--- src/rtl/qrs_interval_scheduler_if.sv ---
// Counter bus between the QRS interval scheduler and its external sample
// counter. The scheduler drives restart/load controls; the counter returns
// its current value.
`timescale 1ns/1ps
interface qrs_interval_scheduler_if #(
  parameter int DATA_WIDTH = 16
);
  logic [DATA_WIDTH-1:0] counter_val;
  logic                  cnt_start;
  logic                  cnt_load;
  logic [DATA_WIDTH-1:0] cnt_value;

  modport master (
    input  counter_val,
    output cnt_start,
    output cnt_load,
    output cnt_value
  );

  modport slave (
    output counter_val,
    input  cnt_start,
    input  cnt_load,
    input  cnt_value
  );
endinterface

--- src/rtl/qrs_interval_scheduler.sv ---
// Beat-to-beat timing controller for the Pan-Tompkins QRS detector.
// Restarts the external sample counter on every accepted beat, captures the
// RR interval, times the refractory and T-wave windows, requests a
// search-back once the interval exceeds ~166% of the RR average, flags lost
// beats, and keeps an 8-beat running RR average.
`timescale 1ns/1ps
module qrs_interval_scheduler #(
  parameter int DATA_WIDTH  = 16,
  parameter int REFRACT_CNT = 40,
  parameter int TWAVE_CNT   = 72,
  parameter int RR_INIT     = 160,
  parameter int MAX_RR      = 400
) (
  input  logic                      clk,
  input  logic                      rst,
  input  logic                      en,
  input  logic                      qrs_det,
  input  logic                      sb_done,
  qrs_interval_scheduler_if.master  cnt_bus,
  output logic                      qrs_accept,
  output logic                      in_refractory,
  output logic                      twave_check,
  output logic                      searchback_req,
  output logic                      beat_timeout,
  output logic                      rr_valid,
  output logic [DATA_WIDTH-1:0]     rr_interval,
  output logic [DATA_WIDTH-1:0]     rr_avg
);

  localparam int SW = DATA_WIDTH + 3;
  localparam logic [DATA_WIDTH-1:0] REFRACT_V = DATA_WIDTH'(REFRACT_CNT);
  localparam logic [DATA_WIDTH-1:0] TWAVE_V   = DATA_WIDTH'(TWAVE_CNT);
  localparam logic [DATA_WIDTH-1:0] MAX_V     = DATA_WIDTH'(MAX_RR);
  localparam logic [DATA_WIDTH-1:0] INIT_V    = DATA_WIDTH'(RR_INIT);
  localparam logic [SW-1:0]         SUM_INIT  = SW'(8 * RR_INIT);

  typedef enum logic [2:0] {
    IDLE,
    REFRACT,
    TWAVE,
    SEARCH,
    SB_WAIT
  } state_t;

  state_t state, state_nxt;

  logic                  sb_armed, sb_armed_nxt;
  logic                  cnt_start_q;
  logic [DATA_WIDTH-1:0] hist [8];
  logic [SW-1:0]         sum;

  logic                  accept, capture, sb_fire, timeout, cmp_ok;
  logic [DATA_WIDTH-1:0] cv;
  logic [DATA_WIDTH:0]   avg_ext, sb_sum;
  logic [DATA_WIDTH-1:0] sb_limit;

  assign cv     = cnt_bus.counter_val;
  assign rr_avg = sum[SW-1:3];

  assign cnt_bus.cnt_start = cnt_start_q;
  assign cnt_bus.cnt_load  = 1'b0;
  assign cnt_bus.cnt_value = '0;

  // Search-back limit ~1.66 x average, widened one bit then capped at MAX_RR
  always_comb begin
    avg_ext  = {1'b0, rr_avg};
    sb_sum   = avg_ext + (avg_ext >> 1) + (avg_ext >> 3) + (avg_ext >> 5);
    sb_limit = (sb_sum > {1'b0, MAX_V}) ? MAX_V : sb_sum[DATA_WIDTH-1:0];
  end

  // Next-state and event decode; counter compares are skipped while the restart strobe is out
  always_comb begin
    state_nxt    = state;
    sb_armed_nxt = sb_armed;
    accept       = 1'b0;
    capture      = 1'b0;
    sb_fire      = 1'b0;
    timeout      = 1'b0;
    cmp_ok       = !cnt_start_q;
    case (state)
      IDLE: begin
        if (qrs_det) accept = 1'b1;
      end
      REFRACT: begin
        if (cmp_ok && cv >= MAX_V)          timeout = 1'b1;
        else if (cmp_ok && cv >= REFRACT_V) state_nxt = TWAVE;
      end
      TWAVE: begin
        if (qrs_det) begin
          accept  = 1'b1;
          capture = 1'b1;
        end else if (cmp_ok && cv >= MAX_V) begin
          timeout = 1'b1;
        end else if (cmp_ok && cv >= TWAVE_V) begin
          state_nxt = SEARCH;
        end
      end
      SEARCH: begin
        if (qrs_det) begin
          accept  = 1'b1;
          capture = 1'b1;
        end else if (cmp_ok && cv >= MAX_V) begin
          timeout = 1'b1;
        end else if (cmp_ok && sb_armed && cv >= sb_limit) begin
          sb_fire      = 1'b1;
          sb_armed_nxt = 1'b0;
          state_nxt    = SB_WAIT;
        end
      end
      SB_WAIT: begin
        if (qrs_det) begin
          accept  = 1'b1;
          capture = 1'b1;
        end else if (cmp_ok && cv >= MAX_V) begin
          timeout = 1'b1;
        end else if (sb_done) begin
          state_nxt = SEARCH;
        end
      end
      default: state_nxt = IDLE;
    endcase
    if (accept) begin
      state_nxt    = REFRACT;
      sb_armed_nxt = 1'b1;
    end
    if (timeout) state_nxt = IDLE;
  end

  // State, strobes, window levels and RR history; everything freezes while en is low
  always_ff @(posedge clk or posedge rst) begin
    if (rst) begin
      state          <= IDLE;
      sb_armed       <= 1'b1;
      cnt_start_q    <= 1'b0;
      qrs_accept     <= 1'b0;
      in_refractory  <= 1'b0;
      twave_check    <= 1'b0;
      searchback_req <= 1'b0;
      beat_timeout   <= 1'b0;
      rr_valid       <= 1'b0;
      rr_interval    <= '0;
      sum            <= SUM_INIT;
      for (int i = 0; i < 8; i++) hist[i] <= INIT_V;
    end else if (en) begin
      state          <= state_nxt;
      sb_armed       <= sb_armed_nxt;
      cnt_start_q    <= accept;
      qrs_accept     <= accept;
      rr_valid       <= capture;
      searchback_req <= sb_fire;
      beat_timeout   <= timeout;
      in_refractory  <= (state_nxt == REFRACT);
      twave_check    <= (state_nxt == TWAVE);
      if (capture) begin
        rr_interval <= cv;
        sum         <= sum - {3'b000, hist[7]} + {3'b000, cv};
        hist[0]     <= cv;
        for (int i = 1; i < 8; i++) hist[i] <= hist[i-1];
      end
    end
  end

endmodule

--- src/flat_wrapper.sv ---
// flat-port wrapper written by rule: the top's interface ports become plain ports
module qrs_interval_scheduler_flat 
#(
  parameter int DATA_WIDTH  = 16,
  parameter int REFRACT_CNT = 40,
  parameter int TWAVE_CNT   = 72,
  parameter int RR_INIT     = 160,
  parameter int MAX_RR      = 400
)
  (clk, rst, en, qrs_det, sb_done, qrs_accept, in_refractory, twave_check, searchback_req, beat_timeout, rr_valid, rr_interval, rr_avg, cnt_bus_counter_val, cnt_bus_cnt_start, cnt_bus_cnt_load, cnt_bus_cnt_value);
  qrs_interval_scheduler_if #(.DATA_WIDTH(DATA_WIDTH)) cnt_bus_i ();
  input  logic clk;
  input  logic rst;
  input  logic en;
  input  logic qrs_det;
  input  logic sb_done;
  output logic qrs_accept;
  output logic in_refractory;
  output logic twave_check;
  output logic searchback_req;
  output logic beat_timeout;
  output logic rr_valid;
  output logic [DATA_WIDTH-1:0] rr_interval;
  output logic [DATA_WIDTH-1:0] rr_avg;
  input wire logic [$bits(cnt_bus_i.counter_val)-1:0] cnt_bus_counter_val;
  output wire logic [$bits(cnt_bus_i.cnt_start)-1:0] cnt_bus_cnt_start;
  output wire logic [$bits(cnt_bus_i.cnt_load)-1:0] cnt_bus_cnt_load;
  output wire logic [$bits(cnt_bus_i.cnt_value)-1:0] cnt_bus_cnt_value;
  assign cnt_bus_i.counter_val = cnt_bus_counter_val;
  assign cnt_bus_cnt_start = cnt_bus_i.cnt_start;
  assign cnt_bus_cnt_load = cnt_bus_i.cnt_load;
  assign cnt_bus_cnt_value = cnt_bus_i.cnt_value;
  qrs_interval_scheduler #(.DATA_WIDTH(DATA_WIDTH), .REFRACT_CNT(REFRACT_CNT), .TWAVE_CNT(TWAVE_CNT), .RR_INIT(RR_INIT), .MAX_RR(MAX_RR)) u_core (.clk(clk), .rst(rst), .en(en), .qrs_det(qrs_det), .sb_done(sb_done), .cnt_bus(cnt_bus_i), .qrs_accept(qrs_accept), .in_refractory(in_refractory), .twave_check(twave_check), .searchback_req(searchback_req), .beat_timeout(beat_timeout), .rr_valid(rr_valid), .rr_interval(rr_interval), .rr_avg(rr_avg));
endmodule
--- config.mk ---
export PLATFORM = sky130hd
export DESIGN_NAME = qrs_interval_scheduler_flat
export DESIGN_NICKNAME = d
export VERILOG_FILES = /design/src/rtl/qrs_interval_scheduler_if.sv /design/src/rtl/qrs_interval_scheduler.sv /design/src/flat_wrapper.sv
export SDC_FILE = /design/constraint.sdc
export NUM_CORES = 1
export LEC_CHECK = 0
export ABC_AREA = 1
export CAP_MARGIN = 20
export CORE_ASPECT_RATIO = 1.25
export CORE_MARGIN = 5
export CORE_UTILIZATION = 50
export CTS_BUF_LIST = sky130_fd_sc_hd__clkbuf_8
export CTS_CLUSTER_DIAMETER = 100
export CTS_CLUSTER_SIZE = 8
export DETAILED_ROUTE_END_ITERATION = 6
export PLACE_DENSITY = 0.73
export REMOVE_ABC_BUFFERS = 1
export SLEW_MARGIN = 0
export SYNTH_ARGS = -nofsm -noshare
export SYNTH_HDL_FRONTEND = slang
export SYNTH_SLANG_ARGS = --single-unit
--- constraint.sdc ---
create_clock -name clk -period 5.6 [get_ports clk]
set_clock_uncertainty 0.05 [all_clocks]
set_input_delay 0.56 -clock clk [delete_from_list [all_inputs] [get_ports clk]]
set_output_delay 0.56 -clock clk [all_outputs]
set_load 0.02 [all_outputs]
# After elaboration in Yosys (flattened, before gate mapping)

Index checks and enable logic that the tools add are counted.
W data, S select, Z words.

Bits in registers: 173
Bits in latches: 0
Memory bits (writable): 0
ROM bits: 0
Logic and storage cells: 79
Memories: 0

$add $sub $neg: 5
Multiply operators: 0
Div/mod/pow operators: 0
Order comparisons: 5
Eq/ne operators: 8
Shifts and indexed selects: 0
Multiplexer cells: 30
Bitwise logic cells: 0
Reductions and logical operators: 13

Operators with widths:

| cell                  | count |
|---|---|
| $mux W3               | 13 |
| $add A19 B16 Y19      | 1 |
| $sub A19 B16 Y19      | 1 |
| $add A16 B15 Y17      | 1 |
| $add A17 B11 Y17      | 1 |
| $add A17 B13 Y17      | 1 |
| $gt A17 B9 Y1 const B | 1 |
| $ge A16 B16 Y1        | 1 |
| $ge A16 B6 Y1 const B | 1 |
| $ge A16 B7 Y1 const B | 1 |
| $ge A16 B9 Y1 const B | 1 |
| $mux W16              | 1 |
| $pmux W3 S5           | 1 |
| $mux W1               | 14 |
| $eq A3 B2 Y1 const B  | 3 |
| $eq A3 B1 Y1 const B  | 2 |
| $logic_and A1 B1 Y1   | 5 |
| $reduce_and A5 Y1     | 1 |
| $ne A2 B1 Y1 const B  | 2 |
| $reduce_bool A2 Y1    | 2 |
| $reduce_or A4 Y1      | 1 |
| $eq A3 B3 Y1 const B  | 1 |
| $logic_not A3 Y1      | 1 |
| $reduce_or A3 Y1      | 1 |
| other kinds (3)       | 3 |

# Longest topological paths before layout

Gate-level depths: netlist (run 1).

Word-level depth: 14
Mapped depth: 36
Gate-level depth less buffers: 36

# Least setup slack after synthesis (run 1)

OpenSTA, ideal clock, no wires.

Path kind: register to register
Start point: reg u_core.sum[4]
End point: reg u_core.in_refractory
Library setup time: 0.116 ns
Arrival: 4.161 ns
Required time: 5.434 ns
Setup slack: 1.272 ns
Cell stages (with the launch flop): 32
Path buffers: 0
Period minus slack after synthesis: 4.328 ns
Cells stage by stage: dfrtp_1 > inv_1 > fa_1 > inv_1 > fa_1 > ha_1 > fa_1 > nand3_1 > nand3_1 > nand3_1 > nand2_1 > xor2_1 > nor2_1 > nand3_2 > nor2_4 > nand4_1 > ha_1 > nand2_1 > inv_1 > nand2_1 > nor2_1 > nor2_1 > nand2_1 > nand2_1 > nand2_1 > nand3_1 > nand2_1 > nand4_1 > nand2_1 > inv_1 > nand2_1 > nand2_1

Word-level cells in the longest chain between the ends: 14

RTL lines:

| item                    | line                          | source |
|---|---|---|
| start, declared         | qrs_interval_scheduler.sv:50  | `logic [SW-1:0] sum;` |
| start signal, assigned  | qrs_interval_scheduler.sv:156 | `sum <= sum - {3'b000, hist[7]} + {3'b000, cv};` |
| $add A16 B15 Y17 (*)    | qrs_interval_scheduler.sv:67  | `sb_sum = avg_ext + (avg_ext >> 1) + (avg_ext >> 3) + (avg_ext >> 5);` |
| $add A17 B13 Y17 (*)    | qrs_interval_scheduler.sv:67  |  |
| $add A17 B11 Y17 (*)    | qrs_interval_scheduler.sv:67  |  |
| $gt A17 B9 Y1           | qrs_interval_scheduler.sv:68  | `sb_limit = (sb_sum > {1'b0, MAX_V}) ? MAX_V : sb_sum[DATA_WIDTH-1:0];` |
| $mux W16 (*)            | qrs_interval_scheduler.sv:68  |  |
| $ge A16 B16 Y1 (*)      | qrs_interval_scheduler.sv:104 | `end else if (cmp_ok && sb_armed && cv >= sb_limit) begin` |
| $logic_and A1 B1 Y1 (*) | qrs_interval_scheduler.sv:104 |  |
| $mux W3 (*)             | qrs_interval_scheduler.sv:104 |  |
| $mux W3 (*)             | qrs_interval_scheduler.sv:102 | `end else if (cmp_ok && cv >= MAX_V) begin` |
| $mux W3 (*)             | qrs_interval_scheduler.sv:99  | `if (qrs_det) begin` |
| $pmux W3 S5 (*)         | qrs_interval_scheduler.sv:80  | `case (state)` |
| $mux W3 (*)             | qrs_interval_scheduler.sv:122 | `if (accept) begin` |
| $mux W3 (*)             | qrs_interval_scheduler.sv:126 | `if (timeout) state_nxt = IDLE;` |
| $eq A3 B1 Y1 (*)        | qrs_interval_scheduler.sv:152 | `in_refractory <= (state_nxt == REFRACT);` |
| end signal, assigned    | qrs_interval_scheduler.sv:152 |  |
| end, declared           | qrs_interval_scheduler.sv:21  | `output logic in_refractory,` |

Mark *: on every way between the ends. The rest lies on a longest branch, timed or not.
A chain may end at the register's enable or synchronous reset.

# Worst setup path in the final report (run 1)

Start point: reg u_core.sum[7]
End point: reg u_core.in_refractory

Word-level cells in the longest chain between the ends: 14

RTL lines:

| item                    | line |
|---|---|
| $add A16 B15 Y17        | qrs_interval_scheduler.sv:67 |
| $add A17 B13 Y17 (*)    | qrs_interval_scheduler.sv:67 |
| $add A17 B11 Y17 (*)    | qrs_interval_scheduler.sv:67 |
| $gt A17 B9 Y1           | qrs_interval_scheduler.sv:68 |
| $mux W16 (*)            | qrs_interval_scheduler.sv:68 |
| $ge A16 B16 Y1 (*)      | qrs_interval_scheduler.sv:104 |
| $logic_and A1 B1 Y1 (*) | qrs_interval_scheduler.sv:104 |
| $mux W3 (*)             | qrs_interval_scheduler.sv:104 |
| $mux W3 (*)             | qrs_interval_scheduler.sv:102 |
| $mux W3 (*)             | qrs_interval_scheduler.sv:99 |
| $pmux W3 S5 (*)         | qrs_interval_scheduler.sv:80 |
| $mux W3 (*)             | qrs_interval_scheduler.sv:122 |
| $mux W3 (*)             | qrs_interval_scheduler.sv:126 |
| $eq A3 B1 Y1 (*)        | qrs_interval_scheduler.sv:152 |

Marked as above.

==> results of run 1 <==
==> placed cells by master (no fill, tap or decap), drive strengths merged <==
cell	count
buf	6
nor2	46
nand3b	3
o211ai	2
a21oi	38
nand3	45
nand2	435
nor3	8
a221oi	1
xor2	7
fa	40
nand4	19
o21ai	101
o21bai	4
clkinv	4
conb	24
inv	195
ha	58
nor3b	1
clkdlybuf4s50	59
or2	3
a21o	3
a31oi	1
o22ai	2
xnor2	3
clkinvlp	4
dfstp	19
dfrtp	140
clkbuf	19
a211oi	1
==> sequential cells by signal, summed over array words and instances, names as in the netlist <==
| signal | flops |
|---|---|
| u_core.hist | 128 |
| u_core.beat_timeout | 1 |
| u_core.sb_armed | 1 |
| u_core.twave_check | 1 |
| u_core.state | 3 |
| u_core.rr_interval | 2 |
| u_core.rr_valid | 1 |
| u_core.searchback_req | 1 |
| u_core.in_refractory | 1 |
| u_core.qrs_accept | 1 |
| u_core.sum | 19 |
==> worst max-delay path by stage <==
stage	from	to	slack, ps
after floorplan	u_core.state[1]$_DFFE_PP0P_	u_core.sum[12]$_DFFE_PP0P_	-1820
after detailed placement	u_core.sum[7]$_DFFE_PP0P_	u_core.in_refractory$_DFFE_PP0P_	540
after global placement	u_core.sum[7]$_DFFE_PP0P_	u_core.in_refractory$_DFFE_PP0P_	600
final	u_core.sum[7]$_DFFE_PP0P_	u_core.in_refractory$_DFFE_PP0P_	570
after CTS	u_core.sum[7]$_DFFE_PP0P_	u_core.in_refractory$_DFFE_PP0P_	540
after global routing	u_core.sum[7]$_DFFE_PP0P_	u_core.twave_check$_DFFE_PP0P_	90
==> worst register-to-register path, delay by kind of cell, from the launching register on <==
kind | cells | cell delay [ps]
DFF | 1 | 420
and+or+nand+nor | 22 | 2050
adders and majority gates | 5 | 1900
buffers and inverters | 5 | 530
==> cell families (layout without fill, tap and decap cells) <==
kind of cell,count (synthesis),in the layout,share of synthesized area
AOI/OAI and AO/OA,153,153,0.0812
xor gates and xnor gates,10,10,0.00879
adders and majority gates,98,98,0.153
buffers and inverters,271,287,0.125
DFF,159,159,0.402
other,2,24,0.000753
and+or+nand+nor,560,560,0.229
==> area by class of cell <==
cell class                 count  area (um^2)  share of cell area
timing repair buffer          65          636              0.0585
tap                          265          332              0.0305
multi-input combinational    845         4810               0.443
clock buffer                  19          262              0.0241
inverter                     190          721              0.0663
sequential                   159         4000               0.368
clock inverter                13          104             0.00956
==> through the flow <==
| step | worst slack, ps | cell area (um^2) | hold slack (ps) | utilization | cells |
|---|---|---|---|---|---|
| finish | 570 | 10900 | 414 | 0.556 | 1556 |
| global route | 89.5 | 10900 | 437 | 0.556 | 1556 |
| CTS | 545 | 10900 | 416 | 0.556 | 1556 |
| detailed placement | 542 | 10500 | 403 | 0.537 | 1524 |
| global placement | 600 | 10500 | 401 | 0.537 | 1524 |
| floorplan | -1820 | 9520 | 392 | - | 1194 |
==> per-layer routing <==
layer	GRT usage	wire length, um	up-vias
met5	0	0	-
met4	0.0741	560	0
met3	0.0340	1130	43
met2	0.323	10600	196
met1	0.275	9510	3576
li1	-	-	3866
==> run metrics, run 1 <==
status complete, no violations; Tcrit/Tclk final 0.898; Cell Area, Synth around 0.01 mm^2; r2r setup slk ~570 ps; Worst path top cell family by delay simple AND/OR/NAND/NOR gates; Synth async-reset ratio 1.00; Worst-Skew Late Latency ~460 ps; count of different cell masters after synthesis 38; fin crit period 5030 ps; DR vias ~7,700; share of the synthesized area in the top cell type 0.351; Die Y 168 um; global route overflow 0; Core ar. 0.0195 mm^2; initial core utilization 0.510; CP Launch Type flip-flop; # rows 57; routed wire length 21.8 mm; WL/cell between 10 and 15 um; CTS Buf Count 17; Crit. path cell count 32; drt pass-1 iters 5; Yosys reg bits about 160; max-cap violations 0; clk buf depth 2; Resized cells post-CTS 0; Final Slew Violations 0; Hold Buf Count CTS 0; # DRC 0; die area 0.0229 mm^2; top-count cell post-synth nand2_1; Crit Path Class flip-flop to flip-flop; Crit Path Max Fanout 5; min-delay worst type flip-flop to flip-flop; setup TNS 0 ps; clock slew at the register clock pins of the worst setup and hold paths ~90 ps; Hold Path Depth 2; Final GP Congestion 0.972; global-route wire length before repair 36.9 mm; Net count, final 1,397; Worst Hold Path EP u_core.hist[87]$_DFFE_PP1P_; fill cell count 1,862; synth-to-layout area growth 8.97%; Most used DFF post-synth dfrtp_1; fmax 0.199 GHz; Avg Cell Area, Syn 7.96 um^2; CP arrival roughly 5300 ps; CTS tree done; layout cells sized above 1 0.0612; reg-to-reg startpoint u_core.sum[7]$_DFFE_PP0P_; RSZ-0062 raised after global routing false; DP HPWL around 17 mm; Final Hold Violating Endpoints 0; setup bufs post-CTS 0; post-DR vias/cell between 4 and 5; number of synthesized flops with an enable pin 0; pin count of the biggest net entering global routing 75; Sink Count 159; vias in the first global route 7,516; Worst slew margin 0.513; r2r endpoint u_core.in_refractory$_DFFE_PP0P_; Worst path slowest cell fa_1; overall routing resource usage 0.201; synth top area cells dfrtp_1 (35%), nand2_1 (16%), fa_1 (8.0%); Post-Syn Instances 1,253; DRT antenna net count 0; CP Capture Type flip-flop; CP max stage delay 470 ps; Yosys top cell by area dfrtp_1; H-tree Lvls 4; final setup fails 0; I/O pins 77; Least-Margin Pin Slew around 730 ps; CP dominant cell by count nand2_1; Worst Path Buf+Inv 5; Required @ worst endpoint 5910 ps; Yosys Warn Count 0; post-synthesis sequential area ratio 0.402; top cells by count, synth nand2_1 (428), inv_1 (187), dfrtp_1 (140); CTS root buf clkbuf_8; DRT iter0 DRCs 487; initial antenna violation count 0; n_diodes 0; port bufs a little under 60; worst r2r path cells 32; Die W approximately 140 um; hold path startpoint u_core.hist[87]$_DFFE_PP1P_
Power of run 1 is left out: the tool's default activity adds up to more than one toggle a clock period on the data nets, which glitch-free logic cannot reach.
==> run 2, diff against run 1 <==
--- a/config.mk
+++ b/config.mk
@@ -9,12 +9,12 @@
 export CAP_MARGIN = 20
 export CORE_ASPECT_RATIO = 1.25
 export CORE_MARGIN = 5
-export CORE_UTILIZATION = 50
+export CORE_UTILIZATION = 35
 export CTS_BUF_LIST = sky130_fd_sc_hd__clkbuf_8
 export CTS_CLUSTER_DIAMETER = 100
 export CTS_CLUSTER_SIZE = 8
 export DETAILED_ROUTE_END_ITERATION = 6
-export PLACE_DENSITY = 0.73
+export PLACE_DENSITY = 0.55
 export REMOVE_ABC_BUFFERS = 1
 export SLEW_MARGIN = 0
 export SYNTH_ARGS = -nofsm -noshare
==> run 2 against run 1 <==
- register-to-register slack improved by 100 ps
- via count fell by 0.52%
- global-route usage fell by 4.9 points
- critical path depth rose by 2
- non-clock buffer count fell by 1
- core utilization fell by 17 points
- worst hold slack got worse by 5.4 ps
- critical path type unchanged
==> run metrics, run 2 (synthesis results as in run 1) <==
status complete, no violations; clk buf depth 2 (unchanged); DP HPWL 17.5 mm (+4.4%); overall routing resource usage 0.152 (-0.0491); CP Capture Type flip-flop; Final Hold Violating Endpoints 0 (unchanged); routed wire length 23.1 mm (+6.0%); CP dominant cell by count nand2_1; H-tree Lvls 4 (unchanged); synth-to-layout area growth 10.3%; design area 0.0110 mm^2 (+1.2%); WL/cell 14.1 um (+0.25%); # DRC 0 (unchanged); I/O pins 77 (unchanged); RSZ-0062 raised after global routing false; reg-to-reg startpoint u_core.sum[10]$_DFFE_PP1P_; Worst Path Buf+Inv 5 (unchanged); Worst path slowest cell dfstp_2; final setup fails 0 (unchanged); Crit Path Class flip-flop to flip-flop; port bufs 59 (unchanged); fin crit period 4930 ps (-104 ps); setup bufs post-CTS 0 (unchanged); drt pass-1 iters 5 (unchanged); clock slew at the register clock pins of the worst setup and hold paths 90 ps (about the same); Top reg by flops u_core.hist; Least-Margin Pin Slew 1030 ps (+296 ps); Final Slew Violations 0 (unchanged); die area 0.0320 mm^2 (+40%); CP max stage delay 530 ps (+60 ps); global-route wire length before repair 39.1 mm (+6.0%); Crit Path Max Fanout 6 (+1); Fin Hold WS 408 ps (-5.39 ps); post-DR vias/cell 4.64 (-5.9%); Net count, final 1,396 (-0.072%); fill cell count 2,916 (+57%); Die W 161 um (+18%); Largest regs u_core.hist (128), u_core.sum (19), u_core.state (3); initial core utilization 0.352 (-0.158); Core ar. 0.0283 mm^2 (+45%); fin util 0.388 (-0.168); Worst path top cell family by delay simple AND/OR/NAND/NOR gates; Worst-Skew Late Latency 460 ps (about the same); Resized cells post-CTS 0 (unchanged); Hold Buf Count CTS 0 (unchanged); CP Launch Type flip-flop; fmax 0.203 GHz (+2.1%); layout cells sized above 1 0.0597 (-0.00150); DRT antenna net count 0 (unchanged); vias in the first global route 7,649 (+1.8%); CTS tree done; max-cap violations 0 (unchanged); DRT iter0 DRCs 529 (+8.6%); Final GP Congestion 0.936 (-3.7%); Cell Area, Placed 0.0106 mm^2 (+1.0%); Required @ worst endpoint 5910 ps (about the same); min-delay worst type flip-flop to flip-flop; commonest non-fill, non-tap cell in the layout nand2_1; CP arrival 5240 ps (-100 ps); # rows 69 (+21%); initial antenna violation count 1 (+1); n_diodes 0 (unchanged); CTS Buf Count 17 (unchanged); hold path startpoint u_core.hist[23]$_DFFE_PP1P_; max FFs per register 128 (unchanged); Tcrit/Tclk final 0.880 (-0.0185); Worst slew margin 0.316 (-0.197); critical path launch point u_core.sum[10]$_DFFE_PP1P_; global route overflow 0 (unchanged); DR vias 7,641 (-0.52%); Sink Count 159 (unchanged); CTS root buf clkbuf_8; Die Y 199 um (+18%); most frequent cells in the layout nand2_1 (428), inv_1 (187), dfrtp_1 (140); pin count of the biggest net entering global routing 111 (+48%)
[run 2: tightest hold or removal path, stage by stage (launching register included)]
cell and delay (ps):
dfstp_2 370, nand2_1 50, nand2_1 50
[run 2: per-stage QoR]
step | instances | setup slack (ps) | setup TNS [ps]
floorplan | 1194 | -1820 | -195860
global placement | 1613 | 672 | 0
detailed placement | 1613 | 625 | 0
CTS | 1645 | 619 | 0
global route | 1645 | 154 | 0
finish | 1645 | 673 | 0
[run 2: area by class of cell]
type / count / area, um^2 / area share
clock buffers: 21 / 289 / 0.0263
clock inverters: 11 / 105 / 0.00956
inverters: 190 / 721 / 0.0655
multi-input cells: 845 / 4810 / 0.437
flip-flops and latches: 159 / 4000 / 0.364
well taps: 355 / 444 / 0.0404
repair buffers: 64 / 628 / 0.0571
[run 2: routing by layer]
metal  wire [um]  track usage  up-vias
met1       10500        0.197     3615
met2       11400        0.260      120
li1            -            -     3875
met3         751       0.0269       31
met4         461       0.0506        0
met5           0            0        -
[run 2: worst paths after layout]
check | slack (ps) | cells past startpoint | to
setup / recovery | 670 | 34 | u_core.twave_check$_DFFE_PP0P_
hold / removal | 410 | 2 | u_core.hist[7]$_DFFE_PP1P_
setup reg to reg | 670 | 34 | u_core.twave_check$_DFFE_PP0P_
hold reg to reg | 410 | 2 | u_core.hist[7]$_DFFE_PP1P_
max in group asynchronous | 3880 | 3 | u_core.hist[3]$_DFFE_PP0P_
min in group asynchronous | 550 | 2 | u_core.hist[126]$_DFFE_PP0P_
Power of run 2 is left out for the same reason.
==> run 3, diff against run 2 <==
--- a/config.mk
+++ b/config.mk
@@ -7,7 +7,7 @@
 export LEC_CHECK = 0
 export ABC_AREA = 1
 export CAP_MARGIN = 20
-export CORE_ASPECT_RATIO = 1.25
+export CORE_ASPECT_RATIO = 0.5
 export CORE_MARGIN = 5
 export CORE_UTILIZATION = 35
 export CTS_BUF_LIST = sky130_fd_sc_hd__clkbuf_8
==> run 3 against run 2 <==
- global-route usage fell by 0.66 points
- largest cell class unchanged
- register-to-register slack got worse by 170 ps
- worst hold slack better by 4.8 ps
- worst setup slack worse by 170 ps
- highest routed layer unchanged
- count of clock-buffer cells in the layout shrank 2
- wire length decreased by 0.39%
- final area up 0.72%
==> run metrics, run 3 (synthesis results as in run 1) <==
status complete, no violations; Die Y 129 um (-35%); Top reg by flops u_core.hist; hold path startpoint u_core.hist[55]$_DFFE_PP1P_; Hold Buf Count CTS 0 (unchanged); clock slew at the register clock pins of the worst setup and hold paths 100 ps (about the same); Final GP Congestion 0.876 (-6.4%); CTS Buf Count 17 (unchanged); # rows 43 (-38%); n_diodes 0 (unchanged); CP dominant cell by count nand2_1; Final Hold Violating Endpoints 0 (unchanged); fill cell count 2,889 (-0.93%); WL/cell 13.8 um (-2.1%); worst setup slack after layout 502 ps (-171 ps); pin count of the biggest net entering global routing 91 (-18%); overall routing resource usage 0.146 (-0.00661); Core ar. 0.0279 mm^2 (-1.6%); routed wire length 23.1 mm (-0.39%); port bufs 59 (unchanged); DP HPWL 17.5 mm (+0.19%); CP arrival 5420 ps (+180 ps); area of the multi-input gates 0.00481 mm^2 (unchanged); DR vias 7,658 (+0.22%); global route overflow 0 (unchanged); Cell Area, Placed 0.0107 mm^2 (+0.46%); Worst-Skew Late Latency 470 ps (about the same); initial antenna violation count 0 (-1); Largest regs u_core.hist (128), u_core.sum (19), u_core.state (3); layout cells sized above 1 0.0596 (-0.0000924); Tcrit/Tclk final 0.910 (+0.0306); Hold Path Depth 2 (unchanged); Final Slew Violations 0 (unchanged); worst r2r path cells 34 (unchanged); Worst path slowest cell dfstp_2; Sink Count 159 (unchanged); final setup fails 0 (unchanged); reg-to-reg startpoint u_core.sum[8]$_DFFE_PP1P_; Register Area 0.00400 mm^2 (unchanged); CP max stage delay 580 ps (+50 ps); Worst Hold Path EP u_core.hist[55]$_DFFE_PP1P_; DRT antenna net count 0 (unchanged); DRT iter0 DRCs 629 (+19%); Resized cells post-CTS 0 (unchanged); die area 0.0322 mm^2 (+0.57%); Required @ worst endpoint 5920 ps (about the same); CTS tree done; Worst slew margin 0.460 (+0.144); Least-Margin Pin Slew 810 ps (-216 ps); design area 0.0111 mm^2 (+0.72%); min-delay worst type flip-flop to flip-flop; fin util 0.397 (+0.00907); H-tree Lvls 4 (unchanged); r2r endpoint u_core.in_refractory$_DFFE_PP0P_; RSZ-0062 raised after global routing false; CTS root buf clkbuf_8; max FFs per register 128 (unchanged); max-cap violations 0 (unchanged); Crit Path Class flip-flop to flip-flop; Net count, final 1,398 (+0.14%); global-route wire length before repair 37.9 mm (-3.1%); CP Launch Type flip-flop; pre-CTS setup slack 529 ps (-95.4 ps); Crit Path Max Fanout 5 (-1); synth-to-layout area growth 11.1%; post-DR vias/cell 4.57 (-1.5%); # DRC 0 (unchanged); Die W 249 um (+55%); CP Capture Type flip-flop; fmax 0.196 GHz (-3.4%); initial core utilization 0.358 (+0.00566); setup bufs post-CTS 0 (unchanged); commonest non-fill, non-tap cell in the layout nand2_1; I/O pins 77 (unchanged); Fin Hold WS 413 ps (+4.85 ps); vias in the first global route 7,326 (-4.2%); fin crit period 5100 ps (+171 ps); drt pass-1 iters 6 (+1); r2r setup slk 500 ps (-170 ps); most frequent cells in the layout nand2_1 (428), inv_1 (189), dfrtp_1 (140); clk buf depth 2 (unchanged)
run 3: worst max-delay path by stage:
| stage | startpoint | end | slack, ps | cells past startpoint |
|---|---|---|---|---|
| floorplan | u_core.state[1]$_DFFE_PP0P_ | u_core.sum[12]$_DFFE_PP0P_ | -1820 | 9 |
| global placement | u_core.sum[7]$_DFFE_PP0P_ | u_core.in_refractory$_DFFE_PP0P_ | 600 | 32 |
| detailed placement | u_core.sum[10]$_DFFE_PP1P_ | u_core.in_refractory$_DFFE_PP0P_ | 530 | 34 |
| CTS | u_core.sum[8]$_DFFE_PP1P_ | u_core.in_refractory$_DFFE_PP0P_ | 510 | 34 |
| global route | u_core.sum[8]$_DFFE_PP1P_ | u_core.in_refractory$_DFFE_PP0P_ | 20 | 34 |
| finish | u_core.sum[8]$_DFFE_PP1P_ | u_core.in_refractory$_DFFE_PP0P_ | 500 | 34 |
run 3: layout make-up:
| class | count | share of cell area |
|---|---|---|
| Inverter | 190 | 0.0651 |
| Clock buffer | 19 | 0.0236 |
| Multi-Input combinational cell | 845 | 0.434 |
| Timing Repair Buffer | 66 | 0.0581 |
| Clock inverter | 13 | 0.0147 |
| Tap cell | 382 | 0.0432 |
| Sequential cell | 159 | 0.361 |
run 3: critical path: cells and delay by family (launching register included):
| family | cells | cell delay (ps) |
|---|---|---|
| AO/OA/AOI/OAI | 1 | 150 |
| adder cells (fa/ha/maj) | 4 | 1710 |
| buffers and inverters | 5 | 390 |
| flip-flops | 1 | 580 |
| AND/OR/NAND/NOR | 24 | 2120 |
run 3: metal layers:
| metal | routed length, um | track usage | vias up |
|---|---|---|---|
| li1 | - | - | 3877 |
| met1 | 11500 | 0.205 | 3616 |
| met2 | 10200 | 0.233 | 132 |
| met3 | 771 | 0.0247 | 33 |
| met4 | 531 | 0.0480 | 0 |
| met5 | 0 | 0 | - |
run 3: metrics by stage:
step           instances  TNS, ps
3_5_place_dp        1642        0
6_report            1674        0
2_1_floorplan       1194  -195860
4_1_cts             1674        0
5_1_grt             1674        0
3_3_place_gp        1642        0
Power of run 3 is left out for the same reason.
